`config.mk`:
```
export PLATFORM = sky130hd
export DESIGN_NAME = uart_tx
export DESIGN_NICKNAME = d
export VERILOG_FILES = /design/src/rtl/uart_pkg.sv /design/src/rtl/uart_tx_fifo.sv /design/src/rtl/uart_tx.sv
export SDC_FILE = /design/constraint.sdc
export NUM_CORES = 1
export LEC_CHECK = 0
export BUFFER_PORTS_ARGS = -buffer_cell sky130_fd_sc_hd__buf_2
export CORE_ASPECT_RATIO = 2
export CORE_UTILIZATION = 53
export CTS_CLUSTER_DIAMETER = 100
export DETAILED_ROUTE_END_ITERATION = 6
export PLACE_DENSITY = 0.75
export SYNTH_ARGS = -nofsm -noshare
export SYNTH_HDL_FRONTEND = slang
export SYNTH_SLANG_ARGS = --single-unit
export TNS_END_PERCENT = 30
```
`constraint.sdc`:
```
create_clock -name clk -period 1.68 [get_ports clk]
set_input_delay 0.168 -clock clk [delete_from_list [all_inputs] [get_ports clk]]
set_output_delay 0.168 -clock clk [all_outputs]
set_load 0.02 [all_outputs]
```
`src/rtl/uart_pkg.sv`:
```
// Shared UART definitions: frame state encoding and line constants.
// Used by uart_tx today and intended for a future uart_rx.
package uart_pkg;

    typedef enum logic [1:0] {
        IDLE,
        DATA,
        PARITY,
        STOP
    } tx_state_t;

    localparam int   DATA_BITS  = 8;
    localparam logic IDLE_LEVEL = 1'b1;

endpackage

```
`src/rtl/uart_tx_fifo.sv`:
```
// Byte FIFO in front of the UART transmitter.
// Circular buffer with pointers one bit wider than the address, so full and
// empty can be told apart without a separate counter register. The head entry
// is presented on rdata combinationally; a push into an empty FIFO becomes
// visible on the following cycle (no bypass path).
module uart_tx_fifo
    import uart_pkg::*;
#(
    parameter int DEPTH = 4
) (
    input  logic                   clk,
    input  logic                   rst,
    input  logic                   push,
    input  logic                   pop,
    input  logic [DATA_BITS-1:0]   wdata,
    output logic [DATA_BITS-1:0]   rdata,
    output logic                   full,
    output logic                   empty,
    output logic [$clog2(DEPTH):0] count
);

    localparam int AW = $clog2(DEPTH);

    logic [DATA_BITS-1:0] mem [DEPTH];
    logic [AW:0]          wptr;
    logic [AW:0]          rptr;
    logic                 do_push;
    logic                 do_pop;

    assign empty   = (wptr == rptr);
    assign full    = (wptr[AW] != rptr[AW]) && (wptr[AW-1:0] == rptr[AW-1:0]);
    assign count   = wptr - rptr;
    assign rdata   = mem[rptr[AW-1:0]];
    assign do_push = push && !full;
    assign do_pop  = pop && !empty;

    // Advance the read and write pointers; both may move in the same cycle.
    always_ff @(posedge clk) begin
        if (rst) begin
            wptr <= '0;
            rptr <= '0;
        end else begin
            if (do_push) begin
                wptr <= wptr + (AW+1)'(1);
            end
            if (do_pop) begin
                rptr <= rptr + (AW+1)'(1);
            end
        end
    end

    // Store the incoming byte; storage needs no reset because pointers guard it.
    always_ff @(posedge clk) begin
        if (do_push) begin
            mem[wptr[AW-1:0]] <= wdata;
        end
    end

endmodule

```
`src/rtl/uart_tx.sv`:
```
// 8-bit UART transmitter, LSB first, idle-high line, one line level per
// baud_edge strobe. Bytes are queued in uart_tx_fifo and framed by the FSM.
// Optional feature macro UART_TX_PARITY_EN: when defined, an even parity bit
// is sent between the data bits and the stop bit(s) (8E1/8E2); otherwise the
// frame is 8N1/8N2.
module uart_tx
    import uart_pkg::*;
#(
    parameter int DEPTH     = 4,
    parameter int STOP_BITS = 1
) (
    input  logic                   clk,
    input  logic                   rst,
    input  logic                   baud_edge,
    input  logic [7:0]             in_data,
    input  logic                   in_valid,
    output logic                   in_ready,
    output logic                   tx,
    output logic                   busy,
    output logic [$clog2(DEPTH):0] fifo_count
);

    tx_state_t            state;
    logic [DATA_BITS-1:0] shreg;
    logic [2:0]           bit_idx;
    logic                 stop_cnt;
    logic                 fifo_full;
    logic                 fifo_empty;
    logic [DATA_BITS-1:0] fifo_rdata;
    logic                 do_push;
    logic                 do_pop;
`ifdef UART_TX_PARITY_EN
    logic                 parity_bit;
`endif

    assign in_ready = !fifo_full;
    assign do_push  = in_valid && in_ready;
    assign do_pop   = (state == IDLE) && baud_edge && !fifo_empty;
    assign busy     = (state != IDLE) || !fifo_empty;

    uart_tx_fifo #(
        .DEPTH (DEPTH)
    ) u_fifo (
        .clk   (clk),
        .rst   (rst),
        .push  (do_push),
        .pop   (do_pop),
        .wdata (in_data),
        .rdata (fifo_rdata),
        .full  (fifo_full),
        .empty (fifo_empty),
        .count (fifo_count)
    );

    // Frame sequencer: every state change and every line level is tied to a strobe.
    always_ff @(posedge clk) begin
        if (rst) begin
            state    <= IDLE;
            tx       <= IDLE_LEVEL;
            shreg    <= '0;
            bit_idx  <= '0;
            stop_cnt <= 1'b0;
`ifdef UART_TX_PARITY_EN
            parity_bit <= 1'b0;
`endif
        end else if (baud_edge) begin
            case (state)
                IDLE: begin
                    if (!fifo_empty) begin
                        shreg   <= fifo_rdata;
                        tx      <= ~IDLE_LEVEL;
                        bit_idx <= '0;
                        state   <= DATA;
`ifdef UART_TX_PARITY_EN
                        parity_bit <= ^fifo_rdata;
`endif
                    end else begin
                        tx <= IDLE_LEVEL;
                    end
                end
                DATA: begin
                    tx      <= shreg[0];
                    shreg   <= {1'b0, shreg[DATA_BITS-1:1]};
                    bit_idx <= bit_idx + 3'd1;
                    if (bit_idx == 3'(DATA_BITS - 1)) begin
`ifdef UART_TX_PARITY_EN
                        state <= PARITY;
`else
                        state <= STOP;
`endif
                    end
                end
                PARITY: begin
`ifdef UART_TX_PARITY_EN
                    tx    <= parity_bit;
                    state <= STOP;
`else
                    tx    <= IDLE_LEVEL;
                    state <= IDLE;
`endif
                end
                STOP: begin
                    tx <= IDLE_LEVEL;
                    if (stop_cnt == 1'(STOP_BITS - 1)) begin
                        stop_cnt <= 1'b0;
                        state    <= IDLE;
                    end else begin
                        stop_cnt <= stop_cnt + 1'b1;
                    end
                end
                default: begin
                    tx    <= IDLE_LEVEL;
                    state <= IDLE;
                end
            endcase
        end
    end

endmodule

```
==> results of run 1 <==
## where the power goes
group          total [mW]  switching [mW]  internal (mW)  leakage, nW
clock network       0.734           0.433          0.301       0.0447
registers            1.60          0.0726           1.53        0.476
logic               0.935           0.469          0.465        0.513
## area by class of cell
class	count	share of cell area [%]
clock buffers	5	2.51
clock inverters	3	0.914
inverters	8	1.10
multi-input cells	95	31.3
flip-flops and latches	54	51.5
well taps	52	2.38
repair buffers	36	10.4
## critical path, delay by kind of cell, from the launching register on
kind | cells | cell delay (ps)
fa+ha+maj | 1 | 280
flops | 1 | 350
simple gates | 2 | 460
buf+inv | 2 | 200
## repair_timing
action,4_1_cts,5_1_grt
pin swaps,2,3
setup buffers,3,4
hold buffers,0,0
hold endpoints to repair,0,0
resized for setup,19,7
endpoints found under the setup margin,36,38
cloned,0,1
## path summary, 6_finish.rpt
| check | from | to | cells past startpoint |
|---|---|---|---|
| worst max-delay path | u_fifo.rptr[1] | busy | 5 |
| worst min-delay path | in_data[4] | u_fifo.mem[1][4] | 1 |
| worst max register to register | u_fifo.rptr[1] | u_fifo.mem[3][7] | 7 |
| worst min register to register | bit_idx[0] | bit_idx[0] | 2 |
## registers in the layout, indices dropped and copies added (netlist names), named ones only
| name | flops |
|---|---|
| u_fifo.mem | 32 |
| shreg | 8 |
| bit_idx | 3 |
| u_fifo.rptr | 3 |
| u_fifo.wptr | 3 |
| state | 2 |
| tx | 1 |
## cells in the final DEF, fill, tap and decap left out, types with 3 or more instances in the layout
cell / n
xnor2_1: 3
buf_2: 14
inv_1: 4
buf_6: 3
ha_1: 7
xor2_1: 3
nor2_1: 17
dfxtp_2: 3
buf_12: 3
dfxtp_1: 18
nand2_1: 10
edfxtp_1: 32
inv_2: 4
clkbuf_8: 5
mux4_2: 8
a211oi_2: 7
a21oi_1: 13
buf_4: 16
## metrics by stage
step           setup WS (ps)  cell area (sq um)  power, mW
2_1_floorplan          -69.6               2270       2.16
3_3_place_gp            50.8               2500       2.35
3_5_place_dp           -11.1               2500       2.38
4_1_cts                -77.9               2680       3.21
5_1_grt                 -140               2740       3.42
6_report               -98.0               2740       3.27
## logic make-up after synthesis
| kind of cell | synth area share [%] |
|---|---|
| AO/OA/AOI/OAI | 9.80 |
| buffers and inverters | 3.03 |
| flip-flops | 61.7 |
| XOR/XNOR | 3.03 |
| adder cells (fa/ha/maj) | 5.84 |
| multiplexers | 8.81 |
| AND/OR/NAND/NOR | 7.82 |
## routing by layer
metal	part of all wire, %	up-vias	global-route usage, %
met5	0	-	0
met4	2.3	0	7.35
met3	2.3	11	3.86
met2	59	21	36.4
met1	37	677	18.3
li1	-	670	-
==> flow_summary.yaml, run 1 <==
power:
  p_per_area_nw_per_um2: 1190
  p_leak_nw: 1.03
  peakVddDrop_mv: 0.926
cells_and_area:
  fin_util_pct: 67.0
  syn_to_final_growth_pct: 20.5
  num_antenna_cells: 0
  fin_nets: 222
  multi_input_area_sq_um: 856
  drive_above_1_share_pct: 38.8
  regArea_sq_um: 1410
  fin_cells: 253
  n_fill_cell: 282
global_route:
  antenna_found_initial: 0
  track_usage_pct: 18.4
  grt_max_degree: 23
  grt_pass1_vias: 1453
  grt.overflow.total: 0
  grt_pass1_wl_um: 6270
logic_synthesis:
  ys_top_cells_by_area: "edfxtp_1 (42%), dfxtp_1 (19%), mux4_2 (7.9%)"
  yosysTopAreaCell: "edfxtp_1"
  syn_area_per_cell_sq_um: 13.9
  ys_types: 33
  yosysMostFrequentCell: "edfxtp_1"
  synth.net_count: 186
  synth-seq-cells: 54
  syn_area_sq_um: 2270
  yosysWarnings: 0
  async_reset_ff_share_pct: 0
  syn_inst: 164
  synth_common_cells: "edfxtp_1 (32), dfxtp_1 (22), nor2_1 (17)"
  ys.flop_type: "edfxtp_1"
  synth_edf_count: 32
  yosysSeqAreaShare_pct: 61.7
  synth_top_area_share_pct: 42.3
drt:
  ant_nets: 0
  routed_wl_um: 3950
  drt-initial-drc-count: 18
  vias: 1379
  vias_per_cell: 5.45
  drtPass1Iterations: 4
  routedWlPerCell_um: 15.6
  drcViolationCount: 0
clocking:
  clkTransAtPathRegs_ps: 100
  cts_buffers: 5
  cts.sink_count: 54
  htreeDepth: 2
  ctsLongestPathBuffers: 2
  clk-insertion-delay-late_ps: 310
  cts_tree: "yes"
  clk_root_buffer_cell: "clkbuf_8"
die:
  row_count: 33
  die-height_um: 94.6
  die_area_sq_um: 4570
  core_area_sq_um: 4090
  dieWidth_um: 48.3
  pin_count: 18
  initial_core_util_pct: 55.6
critical_path:
  cp-start-kind: "register"
  crit_arrival_ps: 1610
  cp_max_fo: 2
  critPathRequiredTime_ps: 1510
  path_class: "reg -> out"
  reg2reg_setup_slack_ps: 10
  crit_slowest_cell: "or4_4"
  crit_chain: "inv_2 > ha_4 > nand2_4 > or4_4 > buf_6"
  crit_path_max_incr_delay_ps: 410
  worst_setup_path_end_kind: "output port"
place:
  place_inst: 237
  dp_hpwl_um: 2790
  gp_congestion: 0.758
  io_buffers: 17
timing:
  fin_ws_ps: -98.0
  slew-limit-headroom_pct: 68.1
  hold_viol: 0
  fin_worst_skew_ps: 6.27
  setup_violations: 2
  worstMarginPinSlew_ps: 479
  period_minus_slack_ps: 1780
  max_freq_mhz: 562
  fin_setup_tns_ps: -114
  maxSlewViolCount: 0
  holdWs_ps: 74.4
  period_share_pct: 106
  rsz0062_at_grt: "true"
flow_run:
  maxCapViolCount: 0
status:
  status: "finished, violations left"
  violations: "negative setup slack"
worst_hold_path:
  hold_path.class: "in -> reg"
Power figures use the tool's default switching activity.
==> run 2: changes to the inputs <==
--- a/config.mk
+++ b/config.mk
@@ -10,7 +10,7 @@
 export CORE_UTILIZATION = 53
 export CTS_CLUSTER_DIAMETER = 100
 export DETAILED_ROUTE_END_ITERATION = 6
-export PLACE_DENSITY = 0.75
+export PLACE_DENSITY = 0.78
 export SYNTH_ARGS = -nofsm -noshare
 export SYNTH_HDL_FRONTEND = slang
 export SYNTH_SLANG_ARGS = --single-unit
==> constraint.sdc (replaced) <==
create_clock -name clk -period 1.68 [get_ports clk]
set_input_delay 0.252 -clock clk [delete_from_list [all_inputs] [get_ports clk]]
set_output_delay 0.252 -clock clk [all_outputs]
set_load 0.02 [all_outputs]
==> run 2 against run 1 <==
The flow still finishes with violations (negative setup slack). Maximum frequency shrank 4.6%. Global-route usage grew 0.92 points. Wire length shrank 0.66%. Sequential cell count is the same. Via count shrank 0.58%. First-iteration DRC count is the same. Die area is the same. Worst hold slack gained 79 ps. Core utilization shrank 0.28 points. Count of clock-buffer cells in the layout is the same. Non-clock buffer count shrank 2. Register-to-register slack is essentially flat.
==> flow_summary.yaml, run 2 (synthesis results as in run 1) <==
status:
  status: "finished, violations left"
  violations: "negative setup slack"
die:
  dieWidth_um: 48.3
  core_area_sq_um: 4090
  pin_count: 18
  die_area_sq_um: 4570
  die-height_um: 94.6
  initial_core_util_pct: 55.6
  row_count: 33
critical_path:
  critPathRequiredTime_ps: 1430
  crit_slowest_cell: "or4_4"
  cp_max_fo: 2
  path_class: "reg -> out"
  worst_setup_path_end_kind: "output port"
  cp-start-kind: "register"
  crit_path_max_incr_delay_ps: 410
  crit_chain: "inv_2 > ha_4 > nand2_2 > or4_4 > buf_6"
  crit_arrival_ps: 1610
drt:
  routedWlPerCell_um: 15.6
  vias_per_cell: 5.46
  drtPass1Iterations: 6
  drcViolationCount: 0
  vias: 1371
  drt-initial-drc-count: 18
  routed_wl_um: 3930
  ant_nets: 0
timing:
  rsz0062_at_grt: "true"
  period_share_pct: 111
  maxSlewViolCount: 0
  setup_violations: 3
  period_minus_slack_ps: 1860
  hold_viol: 0
  worstMarginPinSlew_ps: 490
  max_freq_mhz: 536
  fin_worst_skew_ps: 17.4
  fin_setup_tns_ps: -407
  slew-limit-headroom_pct: 67.3
  holdWs_ps: 154
  fin_ws_ps: -185
place:
  io_buffers: 17
  dp_hpwl_um: 2850
  placed_area_sq_um: 2500
  gp_congestion: 0.729
power:
  p_seq_share_pct: 49.0
  intPower_mw: 2.29
  peakVddDrop_mv: 0.996
  p_per_area_nw_per_um2: 1200
  swShare_pct: 29.8
  power_frac_clock_pct: 23.1
  p_leak_nw: 1.03
  power_mw: 3.26
  p_comb_share_pct: 27.8
  p_sw_mw: 0.971
cells_and_area:
  n_fill_cell: 282
  syn_to_final_growth_pct: 20.0
  layout_common_cells: "edfxtp_1 (32), dfxtp_1 (17), nor2_1 (16), buf_4 (16), a21oi_1 (13)"
  fin_nets: 220
  drive_above_1_share_pct: 39.2
  largest_reg_flops: 32
  num_antenna_cells: 0
  final_area_sq_um: 2730
  final_common_cell: "edfxtp_1"
global_route:
  grt.overflow.total: 0
  grt_pass1_vias: 1414
  grt_pass1_wl_um: 6510
  grt_max_degree: 23
  antenna_found_initial: 0
  track_usage_pct: 19.4
flow_run:
  maxCapViolCount: 0
clocking:
  clk_root_buffer_cell: "clkbuf_8"
  htreeDepth: 2
  clkTransAtPathRegs_ps: 110
  cts.sink_count: 54
  cts_hold_buf: 0
  ctsLongestPathBuffers: 2
  clk-insertion-delay-late_ps: 320
  cts_buffers: 5
  cts_tree: "yes"
worst_hold_path:
  hold_path.class: "in -> reg"
## run 2: worst max-delay path, delay by kind of cell (launching register included)
| family | cells | cell delay (ps) |
|---|---|---|
| simple gates | 2 | 470 |
| flops | 1 | 360 |
| buf+inv | 2 | 200 |
| fa+ha+maj | 1 | 270 |
## run 2: power by group through the flow
stage	Sequential (mW)	Clock, mW	Combinational, mW
finish	1.60	0.754	0.908
global route	1.61	0.836	0.993
CTS	1.60	0.772	0.861
detailed placement	1.62	0	0.758
global placement	1.61	0	0.729
floorplan	1.61	0	0.558
## run 2: worst paths after layout
check	from	end	slack [ps]	cells after the start
max	u_fifo.rptr[1]	busy	-180	5
min	in_data[5]	u_fifo.mem[0][5]	150	1
max reg2reg	u_fifo.rptr[1]	register	20	8
min reg2reg	shreg[7]	shreg[7]	470	2
## run 2: area by class of cell
type	instances	area [sq um]	share of cell area, %
clock buffers	5	68.8	2.52
repair buffers	34	274	10.1
inverters	8	30.0	1.10
clock inverters	3	26.3	0.964
multi-input cells	95	852	31.3
well taps	52	65.1	2.39
flip-flops and latches	54	1410	51.7
## run 2: layer usage
layer	vias to the layer above	GRT usage (%)	wire length (um)
met3	10	4.83	126
li1	666	-	-
met1	664	20.6	1520
met5	-	0	0
met2	31	35.0	2180
met4	0	10.0	97
## run 2: stage by stage
stage / utilization (%) / setup slack (ps) / std cells
final: 66.7 / -185 / 251
after global routing: 66.7 / -247 / 251
after CTS: 65.3 / -178 / 247
after detailed placement: 61.1 / -47.0 / 236
after global placement: 61.1 / 50.4 / 236
after floorplan: - / -69.6 / 164
## run 2: what timing repair did
action,in CTS,in global routing
cloned,0,0
setup buffers,3,4
gates resized for setup,17,9
pin swaps,3,5
endpoints found under the setup margin,32,45
==> run 3: changes to the inputs <==
==> constraint.sdc (replaced) <==
create_clock -name clk -period 1.7 [get_ports clk]
set_input_delay 0.255 -clock clk [delete_from_list [all_inputs] [get_ports clk]]
set_output_delay 0.255 -clock clk [all_outputs]
set_load 0.02 [all_outputs]
==> run 3 against run 2 <==
The flow still finishes with violations (negative setup slack). Die area unchanged. Global-route usage decreased by 0.061 points. Sequential cell count unchanged. Final area decreased by 1.1%. Via count increased by 0.15%. Clock power decreased by 5.2%. Final cell count decreased by 0.80%. Count of clock-buffer cells in the layout unchanged.
==> flow_summary.yaml, run 3 (synthesis results as in run 1) <==
global_route:
  grt_max_degree: 23
  grt_pass1_wl_um: 6480
  grt.overflow.total: 0
  track_usage_pct: 19.3
  antenna_found_initial: 0
  grt_pass1_vias: 1407
die:
  die-height_um: 94.6
  core_area_sq_um: 4090
  row_count: 33
  pin_count: 18
  dieWidth_um: 48.3
  initial_core_util_pct: 55.6
  die_area_sq_um: 4570
cells_and_area:
  largest_reg_flops: 32
  layout_common_cells: "edfxtp_1 (32), nor2_1 (17), dfxtp_1 (17)"
  final_common_cell: "edfxtp_1"
  fin_nets: 218
  num_antenna_cells: 0
  syn_to_final_growth_pct: 18.6
  final_area_sq_um: 2700
  n_fill_cell: 290
  multi_input_area_sq_um: 846
  drive_above_1_share_pct: 37.1
  regArea_sq_um: 1410
drt:
  drt-initial-drc-count: 26
  ant_nets: 0
  drtPass1Iterations: 4
  vias: 1373
  vias_per_cell: 5.51
  drcViolationCount: 0
  routed_wl_um: 3930
  routedWlPerCell_um: 15.8
timing:
  period_minus_slack_ps: 1840
  fin_worst_skew_ps: 7.52
  fin_ws_ps: -145
  slew-limit-headroom_pct: 68.7
  rsz0062_at_grt: "true"
  period_share_pct: 109
  hold_viol: 0
  max_freq_mhz: 542
  worstMarginPinSlew_ps: 470
  setup_violations: 3
  maxSlewViolCount: 0
worst_hold_path:
  hold_path.class: "in -> reg"
power:
  peakVddDrop_mv: 0.759
  p_leak_nw: 1.01
  p_per_area_nw_per_um2: 1190
place:
  dpl_worst_slack_ps: -4.65
  io_buffers: 17
  dp_hpwl_um: 2840
  gp_congestion: 0.761
  placed_area_sq_um: 2490
clocking:
  clkTransAtPathRegs_ps: 100
  cts_tree: "yes"
  htreeDepth: 2
  cts_hold_buf: 0
  clk-insertion-delay-late_ps: 310
  ctsLongestPathBuffers: 2
  cts_buffers: 5
  clk_root_buffer_cell: "clkbuf_8"
  cts.sink_count: 54
critical_path:
  worst_setup_path_end_kind: "output port"
  critPathRequiredTime_ps: 1440
  cp-endpoint: "busy"
  crit_path_max_incr_delay_ps: 410
  path_class: "reg -> out"
  worstReg2RegStart: "u_fifo.rptr[1]"
  reg2reg_setup_slack_ps: 50
  path_depth: 5
  startpoint: "u_fifo.rptr[1]"
  cp_max_fo: 2
  crit_arrival_ps: 1590
  r2r_end: "u_fifo.rptr[1]"
  crit_chain: "inv_2 > ha_4 > nand2_4 > or4_4 > buf_6"
  reg2reg_depth: 7
  cp-start-kind: "register"
  crit_slowest_cell: "or4_4"
  worst-path-buf-inv: 2
  cp_top_family: "simple AND/OR/NAND/NOR gates"
status:
  status: "finished, violations left"
  violations: "negative setup slack"
flow_run:
  maxCapViolCount: 0
## run 3: cell types whose count changed in the layout (fill, tap and decap cells not counted), moves of 2 or more
cell	change
and2_1	+2
and2_4	-2
buf_2	+2
buf_4	-3
inv_6	-2
## run 3: worst min path at each step
stage / startpoint / end / slack, ps / cells after the start
5_1_grt: in_data[5] / u_fifo.mem[1][5] / 140 / 1
6_report: in_data[1] / u_fifo.mem[2][1] / 150 / 1
3_5_place_dp: shreg[7] / shreg[7] / 450 / 2
4_1_cts: in_data[5] / u_fifo.mem[0][5] / 140 / 1
3_3_place_gp: shreg[7] / shreg[7] / 450 / 2
2_1_floorplan: in_data[0] / u_fifo.mem[0][0] / 350 / 0
## run 3: repair_timing
item,in CTS,in global routing
resized for setup,18,3
pin swaps,4,0
setup buffers,3,3
setup endpoints to repair,20,14
## run 3: area by class of cell
class	count	area share (%)
Sequential cell	54	52.3
Multi-Input combinational cell	95	31.4
Timing Repair Buffer	32	9.29
Clock buffer	5	2.55
Tap cell	52	2.41
Inverter	8	1.11
Clock inverter	3	0.929
## run 3: where the power goes
| part | internal (mW) | switching, mW |
|---|---|---|
| Combinational | 0.441 | 0.458 |
| Clock | 0.297 | 0.417 |
| Sequential | 1.51 | 0.0733 |
## run 3: metrics by stage
stage	util [%]	instances	setup TNS (ps)	power (mW)	hold slack, ps
final	65.9	249	-269	3.19	153
after global routing	65.9	249	-531	3.35	143
after CTS	65.1	246	-304	3.17	144
after detailed placement	60.9	235	-34.3	2.36	451
after global placement	60.9	235	0	2.31	446
after floorplan	-	164	-794	2.14	354
## run 3: per-layer routing
layer	up-vias	part of all wire (%)	track usage [%]	wire [um]
met5	-	0	0	0
met4	0	2.2	8.82	87
met3	8	2.3	3.70	90
met2	20	58	38.5	2290
met1	685	37	18.5	1470
li1	660	-	-	-
